==> src/rtl/csa_acc_pkg.sv <==
// Shared definitions for the carry-save accumulator.
//   state_t       : FSM state encoding (2 bits)
//   DEF_*         : default width constants
//   maj3()        : single-bit majority, the carry function of a full adder
package csa_acc_pkg;

    typedef enum logic [1:0] {
        IDLE    = 2'd0,
        ACCUM   = 2'd1,
        RESOLVE = 2'd2,
        HOLD    = 2'd3
    } state_t;

    localparam int DEF_WIDTH     = 8;
    localparam int DEF_ACC_WIDTH = 16;
    localparam int DEF_CNT_WIDTH = 8;

    function automatic logic maj3(input logic a, input logic b, input logic c);
        return (a & b) | (a & c) | (b & c);
    endfunction

endpackage

==> src/rtl/csa_compress_3to2.sv <==
// Row of N independent full adders (3:2 compressor), purely combinational.
//   a, b, c : three N-bit addends
//   sum     : bitwise a ^ b ^ c
//   carry   : bitwise majority, NOT shifted; the caller applies the weight shift
module csa_compress_3to2
    import csa_acc_pkg::*;
#(
    parameter int N = DEF_ACC_WIDTH
) (
    input  logic [N-1:0] a,
    input  logic [N-1:0] b,
    input  logic [N-1:0] c,
    output logic [N-1:0] sum,
    output logic [N-1:0] carry
);

    assign sum = a ^ b ^ c;

    for (genvar i = 0; i < N; i++) begin : g_fa
        assign carry[i] = maj3(a[i], b[i], c[i]);
    end

endmodule

==> src/rtl/csa_accumulator.sv <==
// Streaming multi-operand accumulator. The running total is held in
// carry-save form (s_reg + c_reg) so each beat costs one 3:2 compression
// with no carry propagation; the final total is resolved bit-serially.
//   clk, rst                       : clock, synchronous active-high reset
//   in_valid/in_ready/in_data/in_last : operand stream (WIDTH-bit unsigned)
//   out_valid/out_ready            : result handshake
//   out_sum                        : frame total mod 2^ACC_WIDTH
//   out_count                      : beats in frame, saturating
//   out_ovf                        : true total exceeded ACC_WIDTH bits
//
// state   | meaning
// --------+---------------------------------------------------------
// IDLE    | waiting for the first beat of a frame
// ACCUM   | compressing further beats into s_reg/c_reg
// RESOLVE | ripple-adding s_reg + c_reg, one bit per cycle, LSB first
// HOLD    | result presented until taken
module csa_accumulator
    import csa_acc_pkg::*;
#(
    parameter int WIDTH     = DEF_WIDTH,
    parameter int ACC_WIDTH = DEF_ACC_WIDTH,
    parameter int CNT_WIDTH = DEF_CNT_WIDTH
) (
    input  logic                 clk,
    input  logic                 rst,
    input  logic                 in_valid,
    output logic                 in_ready,
    input  logic [WIDTH-1:0]     in_data,
    input  logic                 in_last,
    output logic                 out_valid,
    input  logic                 out_ready,
    output logic [ACC_WIDTH-1:0] out_sum,
    output logic [CNT_WIDTH-1:0] out_count,
    output logic                 out_ovf
);

    localparam int IDX_W = (ACC_WIDTH > 1) ? $clog2(ACC_WIDTH) : 1;
    localparam logic [IDX_W-1:0] IDX_LAST = IDX_W'(ACC_WIDTH - 1);

    state_t                 state;
    state_t                 state_next;
    logic [ACC_WIDTH-1:0]   s_reg;
    logic [ACC_WIDTH-1:0]   c_reg;
    logic [IDX_W-1:0]       bit_idx;
    logic                   ser_carry;
    logic [CNT_WIDTH-1:0]   count;
    logic                   ovf;

    logic [ACC_WIDTH-1:0]   x_ext;
    logic [ACC_WIDTH-1:0]   cmp_sum;
    logic [ACC_WIDTH-1:0]   cmp_maj;
    logic                   beat;
    logic                   take;
    logic                   res_bit;
    logic                   res_carry;
    logic                   res_done;

    assign x_ext    = ACC_WIDTH'(in_data);
    assign in_ready = (state == IDLE) || (state == ACCUM);
    assign beat     = in_valid && in_ready;
    assign take     = out_valid && out_ready;

    csa_compress_3to2 #(.N(ACC_WIDTH)) u_cmp (
        .a     (s_reg),
        .b     (c_reg),
        .c     (x_ext),
        .sum   (cmp_sum),
        .carry (cmp_maj)
    );

    assign res_bit   = s_reg[bit_idx] ^ c_reg[bit_idx] ^ ser_carry;
    assign res_carry = maj3(s_reg[bit_idx], c_reg[bit_idx], ser_carry);
    assign res_done  = (bit_idx == IDX_LAST);

    always_comb begin
        state_next = state;
        case (state)
            IDLE:    if (beat) state_next = in_last ? RESOLVE : ACCUM;
            ACCUM:   if (beat && in_last) state_next = RESOLVE;
            RESOLVE: if (res_done) state_next = HOLD;
            HOLD:    if (take) state_next = IDLE;
            default: state_next = IDLE;
        endcase
    end

    always_ff @(posedge clk) begin
        if (rst) begin
            state <= IDLE;
        end else begin
            state <= state_next;
        end
    end

    always_ff @(posedge clk) begin
        if (rst) begin
            s_reg     <= '0;
            c_reg     <= '0;
            bit_idx   <= '0;
            ser_carry <= 1'b0;
            count     <= '0;
            ovf       <= 1'b0;
            out_sum   <= '0;
            out_valid <= 1'b0;
        end else begin
            case (state)
                IDLE: begin
                    if (beat) begin
                        s_reg     <= x_ext;
                        c_reg     <= '0;
                        count     <= CNT_WIDTH'(1);
                        ovf       <= 1'b0;
                        bit_idx   <= '0;
                        ser_carry <= 1'b0;
                    end
                end
                ACCUM: begin
                    if (beat) begin
                        s_reg     <= cmp_sum;
                        // Majority carries weigh twice their column; the MSB
                        // carry has no column left and is a lost 2^ACC_WIDTH.
                        c_reg     <= {cmp_maj[ACC_WIDTH-2:0], 1'b0};
                        bit_idx   <= '0;
                        ser_carry <= 1'b0;
                        if (cmp_maj[ACC_WIDTH-1]) ovf <= 1'b1;
                        if (count != '1) count <= count + CNT_WIDTH'(1);
                    end
                end
                RESOLVE: begin
                    out_sum[bit_idx] <= res_bit;
                    ser_carry        <= res_carry;
                    if (res_done) begin
                        bit_idx <= '0;
                        if (res_carry) ovf <= 1'b1;
                    end else begin
                        bit_idx <= bit_idx + IDX_W'(1);
                    end
                end
                HOLD: begin
                end
                default: begin
                end
            endcase
            // Registered one cycle behind HOLD entry; drops on the take edge.
            out_valid <= (state == HOLD) && !take;
        end
    end

    assign out_count = count;
    assign out_ovf   = ovf;

endmodule

==> config.mk <==
export PLATFORM = sky130hd
export DESIGN_NAME = csa_accumulator
export DESIGN_NICKNAME = d
export VERILOG_FILES = /design/src/rtl/csa_acc_pkg.sv /design/src/rtl/csa_compress_3to2.sv /design/src/rtl/csa_accumulator.sv
export SDC_FILE = /design/constraint.sdc
export NUM_CORES = 1
export LEC_CHECK = 0
export ABC_AREA = 1
export CAP_MARGIN = 10
export CORE_UTILIZATION = 56
export DETAILED_ROUTE_END_ITERATION = 12
export PLACE_DENSITY_LB_ADDON = 0.2
export SLEW_MARGIN = 20
export SYNTH_ARGS = -nofsm -noshare
export SYNTH_HDL_FRONTEND = slang
export SYNTH_HIERARCHICAL = 1
export SYNTH_SLANG_ARGS = --single-unit
==> constraint.sdc <==
create_clock -name clk -period 2.67 [get_ports clk]
set_input_delay 0.4005 -clock clk [delete_from_list [all_inputs] [get_ports clk]]
set_output_delay 0.4005 -clock clk [all_outputs]
set_load 0.03 [all_outputs]
# After elaboration in Yosys (flattened, before gate mapping)
# Index checks and enable logic that the tools add are counted.
# W data, S select, Z words.
# word_totals
reg_bits	65
input_bits	13
output_inout_bits	27
wordCells	134
# op_classes
n_addsub	2
order_cmp	2
n_eq_ne	14
n_mux	33
n_bitwise	57
reduce_logical	17
# op_table
operator	count
$mux W16	4
$pmux W16 S2	2
$and A1 B1 Y1	35
$mux W8	3
$or A1 B1 Y1	18
$bwmux W16	1
$pmux W8 S2	1
$xor A16 B16 Y16	1
$xor A16 B8 Y16	1
$ne A2 B2 Y1 const B	6
$mux W2	5
$add A8 B1 Y8 const B	1
$bmux W1 S4	2
$mux W1	8
$mux W4	2
$ne A8 B8 Y1 const B	1
$pmux W2 S4	1
$pmux W4 S2	1
$reduce_and A4 Y1	2
$ne A2 B1 Y1 const B	3
$reduce_and A6 Y1	1
$logic_and A1 B1 Y1	5
$lt A4 B5 Y1 const B	1
$add A4 B1 Y4 const B	1
other kinds (16)	19

# Depth between registers and ports, before layout
# Gate-level depths: netlist of the first run.
# depth
word_depth	8
ltp_mapped	16
mapped_depth_nobuf	16

# Cells and area by module
# The synthesis of the first run kept the hierarchy.
# by_module_without_submodules
module	instances	cells_per_inst	area_per_inst_um2	seq_area_each_um2
csa_accumulator	1	487	3261.9	1281.2
csa_compress_3to2	1	16	320.3	0.0

# Worst setup path after synthesis of the first run
# No wires, ideal clock.
# synth_timing
path_kind	flip-flop to flip-flop
startpoint	reg bit_idx[0]
endpoint	reg out_sum[10]
setup_time_ns	0.070
t_arrival_ns	2.187
required_time_ns	2.600
setup_slack_ns	0.412
path_stages_with_launch	14
n_path_buf	3
synth_period_minus_slack_ns	2.258
path_cell_list	dfxtp_1 -> inv_1 -> buf_2 -> o21ai_0 -> nand2_1 -> nand2_1 -> nand2_1 -> inv_1 -> nand2_1 -> fa_1 -> clkbuf_1 -> buf_2 -> nand3_1 -> a21oi_1
# synth_via
elab_chain_len	5
word_cells_on_any_way	12
classes_between	order compare: 2; mux: 7; bitwise: 2; reduce/logical: 1
# synth_lines
item	line	source
start, declared	csa_accumulator.sv:44	logic [IDX_W-1:0] bit_idx;
start signal, assigned	csa_accumulator.sv:135	bit_idx <= bit_idx + IDX_W'(1);
$bmux W1 S4	csa_accumulator.sv:71	assign res_bit = s_reg[bit_idx] ^ c_reg[bit_idx] ^ ser_carry;
$mux W1 (not written as such)	csa_accumulator.sv:71	
$xor A1 B1 Y1 * (2 in a row)	csa_accumulator.sv:71	
via res_bit	csa_accumulator.sv:54	logic res_bit;
$bwmux W16 *	csa_accumulator.sv:129	out_sum[bit_idx] <= res_bit;
end signal, assigned by index	csa_accumulator.sv:129	
end, declared	csa_accumulator.sv:32	output logic [ACC_WIDTH-1:0] out_sum,
# Mark *: on every way through the listed nets, which the timed path passes. The rest lies on a longest branch. The select of a mux whose other input is x is not followed.
# A chain may end at the register's enable or synchronous reset.

# Worst setup path after layout of the first run
# layout_timing
startpoint	reg bit_idx[1]
endpoint	reg out_sum[5]
# The elaborated chain is that of the path after synthesis.

==> impl_metrics.tcl, run 1 <==
set metrics [dict create \
    num_vias 3335 \
    power_uw 3495 \
    tns_ns 0 \
    cts.sinks 64 \
    max_slew.worst_pin.slew_ns 0.6233 \
    clock_latency_ns 0.35 \
    path_buf_inv 2 \
    grt_overflow 0 \
    viasPerCell 5.353 \
    fin_worst_skew_ns 0.01168 \
    post_cts_buffers 0 \
    end_kind "flop" \
    antenna_cells 0 \
    drc 0 \
    r2r_start "bit_idx[1]" \
    drt_iter0_markers 204 \
    whs_endpoint "out_sum[1]" \
    utilization 0.6980 \
    max_cap_violations 0 \
    hold_path.class "reg2reg" \
    synth_area_leader_cell "dfxtp_1" \
    synth_area_leaders "dfxtp_1, nand2_1, fa_1" \
    min_from "out_sum[1]" \
    p_comb_frac 0.380 \
    netlist_area_sq_um 3582 \
    ant_nets 0 \
    cts_hold_buf 0 \
    clockBufferDepth 2 \
    p_seq_frac 0.341 \
    ys_warn_count 6 \
    power_density_nw_per_um2 826.1 \
    dpl.hpwl_um 5367 \
    min_path_cells 2 \
    yosysTopAreaCellShare 0.3577 \
    r2r_cells 11 \
    slowest_delay_ns 0.91 \
    cts_resized 0 \
    wl_um 7920 \
    fmax_mhz 417.5 \
    hold_viol 0 \
    synth-seq-area-share 0.3577 \
    die_width_um 81.98 \
    grt_antenna_before_repair 0 \
    grt_max_degree 44 \
    p_leak_uw 0.001695 \
    min_period_ns 2.395 \
    reg2reg_to "out_sum[5]" \
    yosysUniqueCellTypes 29 \
    clk_pin_slew_ns 0.07 \
    power_switching_share 0.3947 \
    gp_congestion 0.8548 \
    h-tree-depth 3 \
    drt-pass1-iter-count 5 \
    drv_slew 0 \
    p_int_uw 2115 \
    worstPathArrival_ns 2.68 \
    crit_fanout 16 \
    design_area_sq_um 4230 \
    cts_tree "yes" \
    die-area_sq_um 6721 \
    numCtsBuffers 9 \
    finalCritPeriodShare 0.8971 \
    crit_slowest_cell "fa_1" \
    pwr-share-clk 0.279 \
    drt-wirelength-per-cell_um 12.71 \
    maxSlewHeadroom 0.5840 \
    synth-seq-cells 64 \
    r2r_slack_ns 0.27 \
    chipHeight_um 81.98 \
    cp.required_ns 2.95 \
    outcome "complete, no violations" \
    rows 28 \
    path_class "reg2reg" \
    syn_area_per_cell_sq_um 7.122 \
    place_area_sq_um 3998 \
    grt_pass1_vias 2978 \
    drive_above_1_share 0.06569 \
    ir_drop_mv 0.7957 \
    setup_violations 0 \
    initial_utilization 0.5910 \
    ios 40 \
    power_switching_uw 1379 \
    rsz0062_at_grt "false" \
    io_buffers 39 \
    syn_to_final_growth_pct 18.09 \
    fillers 528 \
    crit_path_cell_trace "buf_4, nor2_1, nand2_1, o21ai_0, nand2_1, nand2_1, inv_1, nand2_1, fa_1, nand3_1, a21oi_1" \
    cp_common_cell "nand2_1" \
    critPathTopFamily "adder cells" \
    core_sq_um 6061 \
    final_nets 582 \
    ctsRootBufferMaster "clkbuf_8" \
    startpoint_type "flop" \
    grt_pass1_wl_um 13190 \
    synthCells 503 \
    track_usage 0.2612 \
]
[tightest hold or removal path: stages, from the launching register on]
cell and delay (ns):
dfxtp_1 0.31, nand2_1 0.06, a21oi_1 0.05
[cells in the mapped netlist]
cell type and number:
nand2_1 154, a31oi_1 8, o21bai_1 1, dfxtp_1 64
nor2_4 2, a21oi_1 51, nor2_2 4, xor2_1 1
nand2_2 1, o21ai_0 40, fa_1 17, nand3_1 30
clkinv_2 1, nand4_1 1, clkbuf_1 8, nand3_2 1
ha_1 9, inv_2 3, buf_2 9, buf_4 2
nor2_1 50, conb_1 1, nor3_1 1, nor3b_1 1
nand2_4 2, buf_6 5, clkbuf_2 1, inv_1 34
or2_2 1
[cells by family after synthesis]
logic type,after synthesis,synth area share
simple gates,248,0.2868
compound gates,100,0.1432
flops,64,0.3577
buf+inv,63,0.08242
fa+ha+maj,26,0.1264
xor+xnor,1,0.002445
other cells,1,0.001047
[cell type report]
cell class / instances / area [sq um] / share of cell area
multi-input combinational: 384 / 2036 / 0.4812
inverter: 38 / 143.9 / 0.03401
tap: 75 / 93.84 / 0.02218
sequential: 64 / 1281 / 0.3029
timing repair buffer: 46 / 442.9 / 0.1047
clock buffer: 14 / 172.7 / 0.04082
clock inverter: 2 / 60.06 / 0.01420
[routing by layer]
layer / GRT usage / wire (um) / vias up
met2: 0.4397 / 3868 / 102
li1: - / - / 1680
met4: 0.1193 / 158 / 0
met5: 0 / 0 / -
met1: 0.3192 / 3423 / 1535
met3: 0.05333 / 470 / 18
[power groups by stage]
stage               Combinational, uW  Sequential [uW]  Clock, uW
detailed placement               1320             1210          0
CTS                              1320             1190        987
global placement                 1290             1210          0
floorplan                         994             1240          0
global route                     1500             1210       1030
finish                           1330             1190        974
[worst max-delay path by stage]
stage / from / cells after the start / endpoint
2_1_floorplan: bit_idx[0] / 13 / out_sum[10]
3_3_place_gp: bit_idx[1] / 10 / out_sum[5]
3_5_place_dp: bit_idx[1] / 10 / out_sum[11]
4_1_cts: bit_idx[1] / 10 / out_sum[11]
5_1_grt: bit_idx[0] / 10 / out_sum[3]
6_report: bit_idx[1] / 11 / out_sum[5]
[through the flow]
step	hold slack (ns)	std cells	setup WS, ns
floorplan	0.4699	511	0.4122
global placement	0.4473	607	0.3384
detailed placement	0.4508	607	0.2879
CTS	0.4622	623	0.2693
global route	0.4773	623	0.02037
finish	0.4596	623	0.2748
[placed cells by master (no fill, tap or decap), drive strengths merged, types with 14 or more instances in the layout]
cell type      Yosys  layout
nand2            157     157
dfxtp             64      64
nor2              56      56
a21oi             51      51
o21ai             40      40
clkdlybuf4s50      0      39
inv               37      37
nand3             31      31
fa                17      17
clkbuf             9      14
No activity file was read; power rests on OpenSTA's default activity.
==> inputs of run 2 (changes only) <==
--- a/config.mk
+++ b/config.mk
@@ -7,6 +7,7 @@
 export LEC_CHECK = 0
 export ABC_AREA = 1
 export CAP_MARGIN = 10
+export CORE_MARGIN = 8
 export CORE_UTILIZATION = 56
 export DETAILED_ROUTE_END_ITERATION = 12
 export PLACE_DENSITY_LB_ADDON = 0.2
==> impl_metrics.tcl, run 2 (synthesized netlist as in run 1, its figures left out) <==
set metrics [dict create \
    drt_iter0_markers 151 \
    die-area_sq_um 9212 \
    power_switching_uw 1409 \
    num_vias 3242 \
    grt_antenna_before_repair 0 \
    cts.sinks 64 \
    setup_violations 0 \
    tns_ns 0 \
    core_sq_um 6277 \
    drc 0 \
    drt-wirelength-per-cell_um 13.22 \
    ios 40 \
    power_uw 3288 \
    min_period_ns 2.325 \
    wl_um 8292 \
    final_common_cell "nand2_1" \
    maxSlewHeadroom 0.5606 \
    cts_hold_buf 0 \
    final_cell_mix "nand2_1, dfxtp_1, a21oi_1" \
    power_switching_share 0.4286 \
    clockBufferDepth 2 \
    ir_drop_mv 0.4946 \
    finalCritPeriodShare 0.8707 \
    hold_viol 0 \
    hold_path.class "reg2reg" \
    grt_max_degree 44 \
    p_seq_frac 0.362 \
    numPlacedInstances 611 \
    worstPathArrival_ns 1.92 \
    viasPerCell 5.171 \
    crit_fanout 5 \
    grt_overflow 0 \
    drv_slew 0 \
    dpl.hpwl_um 5633 \
    fin_worst_skew_ns 0.008861 \
    grt_pass1_vias 3077 \
    initial_utilization 0.5707 \
    rows 29 \
    outcome "complete, no violations" \
    max_cap_violations 0 \
    fmax_mhz 430.1 \
    numCtsBuffers 9 \
    ant_nets 0 \
    clk_pin_slew_ns 0.07 \
    syn_to_final_growth_pct 16.98 \
    drt-pass1-iter-count 4 \
    final_nets 584 \
    gp_congestion 0.8218 \
    clock_latency_ns 0.35 \
    p_comb_frac 0.411 \
    p_leak_uw 0.001675 \
    final_cells 627 \
    power_density_nw_per_um2 784.6 \
    startpoint_type "flop" \
    track_usage 0.1938 \
    end_kind "primary output" \
    pwr-share-clk 0.227 \
    grt_pass1_wl_um 14070 \
    antenna_cells 0 \
    max_slew.worst_pin.slew_ns 0.6584 \
    cp.required_ns 2.27 \
    chipHeight_um 95.98 \
    h-tree-depth 3 \
    path_class "reg2out" \
    io_buffers 39 \
    rsz0062_at_grt "false" \
    drive_above_1_share 0.07455 \
    p_int_uw 1879 \
    cts_tree "yes" \
    ctsRootBufferMaster "clkbuf_8" \
    die_width_um 95.98 \
]
## run 2: changes by cell type in the layout (fill, tap and decap cells not counted), moves of 2 or more
cell	change
clkinv_2	+4
buf_4	+2
bufinv_16	-2
clkbuf_1	-2
clkbuf_8	-2
clkinvlp_4	+2
## run 2: through the flow
stage | worst slack, ns | util | hold WS, ns | instance area (sq um)
after detailed placement | 0.2862 | 0.6396 | 0.4496 | 4015
after CTS | 0.2269 | 0.6671 | 0.4611 | 4188
after global routing | 0.1732 | 0.6675 | 0.4855 | 4190
after floorplan | 0.4122 | - | 0.4699 | 3612
after global placement | 0.3242 | 0.6396 | 0.4460 | 4015
final | 0.3451 | 0.6675 | 0.4593 | 4190
## run 2: worst paths after layout
path / from / end / slack, ns / depth (start not counted)
min reg2reg: out_sum[5] / out_sum[5] / 0.46 / 2
max: state[0] / in_ready / 0.35 / 5
min: out_sum[5] / out_sum[5] / 0.46 / 2
max reg2reg: bit_idx[1] / out_sum[11] / 0.39 / 10
## run 2: power by group through the flow
stage | Sequential, uW | Clock (uW) | Combinational, uW
floorplan | 1240 | 0 | 994
global placement | 1210 | 0 | 1310
detailed placement | 1210 | 0 | 1340
CTS | 1190 | 761 | 1340
global route | 1210 | 800 | 1540
finish | 1190 | 746 | 1350
## run 2: layout make-up
type	count	area, sq um
Tap cell	77	96.34
Clock buffer	10	137.6
Timing Repair Buffer	48	457.9
Fill cell	582	2087
Clock inverter	6	35.03
Inverter	38	143.9
Sequential cell	64	1281
Multi-Input combinational cell	384	2038
## run 2: critical path, stage by stage, from the launching register on
cell,delay (ns)
dfxtp_1,0.38
inv_1,0.08
ha_1,0.27
nor2_4,0.17
inv_2,0.07
clkdlybuf4s50_1,0.60
## run 2: timing repair
action                     CTS  global route
setup endpoints to repair    0             7
buffers inserted             0             0
resized for setup            0             1
## run 2: routing by layer
metal  vias up  share of wire  global-route usage
met1      1495           0.45              0.2387
met4         0          0.014             0.07554
met2        63           0.49              0.3184
met3         9          0.046             0.04758
li1       1675              -                   -
met5         -              0                   0
==> inputs of run 3 (changes only) <==
--- a/config.mk
+++ b/config.mk
@@ -8,7 +8,7 @@
 export ABC_AREA = 1
 export CAP_MARGIN = 10
 export CORE_MARGIN = 8
-export CORE_UTILIZATION = 56
+export CORE_UTILIZATION = 54
 export DETAILED_ROUTE_END_ITERATION = 12
 export PLACE_DENSITY_LB_ADDON = 0.2
 export SLEW_MARGIN = 20
==> impl_metrics.tcl, run 3 (synthesized netlist as in run 1, its figures left out) <==
set metrics [dict create \
    outcome "complete, no violations" \
    chipHeight_um 97.45 \
    power_uw 3473 \
    grt_pass1_wl_um 14410 \
    die_width_um 97.45 \
    drv_slew 0 \
    fmax_mhz 426.8 \
    max_slew.worst_pin.slew_ns 0.6483 \
    syn_to_final_growth_pct 18.09 \
    drt-wirelength-per-cell_um 13.12 \
    h-tree-depth 3 \
    p_leak_uw 0.001683 \
    hold_viol 0 \
    hold_path.class "reg2reg" \
    cts.sinks 64 \
    grt_use_met3 0.03983 \
    place_ws_ns 0.2993 \
    core_sq_um 6386 \
    crit_path_cell_trace "inv_1, ha_1, nor2_4, inv_2, clkdlybuf4s50_1" \
    tns_ns 0 \
    finalCritPeriodShare 0.8776 \
    drt_iter0_markers 108 \
    grt_antenna_before_repair 0 \
    cts_tree "yes" \
    cp.required_ns 2.27 \
    antenna_cells 0 \
    track_usage 0.1789 \
    path_class "reg2out" \
    ctsRootBufferMaster "clkbuf_8" \
    rsz0062_at_grt "false" \
    max_cap_violations 0 \
    drive_above_1_share 0.07286 \
    numCtsBuffers 9 \
    ant_nets 0 \
    viasPerCell 5.243 \
    gr-usage-met2 0.3016 \
    wl_um 8213 \
    crit_fanout 5 \
    grt.busiest_layer "met2" \
    ios 40 \
    startpoint_type "flop" \
    grt_max_degree 44 \
    final_common_cell "nand2_1" \
    clockBufferDepth 2 \
    grt_pass1_vias 3150 \
    setup_slack_ns 0.3268 \
    num_vias 3282 \
    final_cell_mix "nand2_1, dfxtp_1, a21oi_1" \
    grt_overflow 0 \
    fin_worst_skew_ns 0.008184 \
    io_buffers 39 \
    setup_violations 0 \
    worstPathArrival_ns 1.94 \
    maxSlewHeadroom 0.5674 \
    final_nets 583 \
    initial_utilization 0.5609 \
    gp_congestion 0.8432 \
    drc 0 \
    dpl.hpwl_um 5721 \
    crit_slowest_cell "clkdlybuf4s50_1" \
    ir_drop_mv 0.4371 \
    drt-pass1-iter-count 5 \
    end_kind "primary output" \
    slowest_delay_ns 0.60 \
    cts_hold_buf 0 \
    die-area_sq_um 9496 \
    rows 29 \
    clock_latency_ns 0.35 \
    min_period_ns 2.343 \
    clk_pin_slew_ns 0.08 \
    globalRouteMet1Util 0.2140 \
    power_density_nw_per_um2 820.9 \
]
run 3: changes by cell type in the layout (fill, tap and decap cells not counted):
cell,change
clkbuf_8,-1
buf_4,-1
bufinv_16,+2
clkinvlp_4,+1
clkinv_2,-3
clkinv_4,+1
run 3: area by class of cell:
class | count | area (sq um)
clock buffer | 9 | 123.9
clock inverter | 7 | 96.34
fill | 586 | 2156
inverter | 38 | 143.9
multi-input combinational | 384 | 2038
sequential | 64 | 1281
tap | 77 | 96.34
timing repair buffer | 47 | 450.4
run 3: per-layer routing:
| metal | part of all wire | wire length (um) | vias to the layer above |
|---|---|---|---|
| li1 | - | - | 1687 |
| met1 | 0.46 | 3775 | 1530 |
| met2 | 0.48 | 3977 | 55 |
| met3 | 0.041 | 338 | 10 |
| met4 | 0.015 | 121 | 0 |
| met5 | 0 | 0 | - |
run 3: path summary, 6_finish.rpt:
kind	slack, ns	cells past startpoint	endpoint	start
worst max-delay path	0.33	5	in_ready	state[0]
worst max register to register	0.41	10	out_sum[1]	bit_idx[0]
worst min-delay path	0.46	2	out_sum[5]	out_sum[5]
worst min register to register	0.46	2	out_sum[5]	out_sum[5]
run 3: worst max-delay path, delay by kind of cell, from the launching register on:
| kind | cells | cell delay [ns] |
|---|---|---|
| buf+inv | 3 | 0.75 |
| fa+ha+maj | 1 | 0.27 |
| simple gates | 1 | 0.18 |
| flops | 1 | 0.40 |
run 3: timing repair:
action                     in CTS  in global routing
resized for setup               0                  1
setup buffers                   0                  0
setup endpoints to repair       0                  6
run 3: where the power goes:
group | switching (uW) | internal, uW | total (uW)
Combinational | 892 | 453 | 1350
Clock | 410 | 525 | 935
Sequential | 126 | 1070 | 1190
run 3: metrics by stage:
| stage | instance area, sq um | util | hold WS [ns] | cells |
|---|---|---|---|---|
| floorplan | 3612 | - | 0.4699 | 511 |
| global placement | 4008 | 0.6275 | 0.4468 | 610 |
| detailed placement | 4008 | 0.6275 | 0.4524 | 610 |
| CTS | 4228 | 0.6620 | 0.4648 | 626 |
| global route | 4230 | 0.6624 | 0.4825 | 626 |
| finish | 4230 | 0.6624 | 0.4600 | 626 |
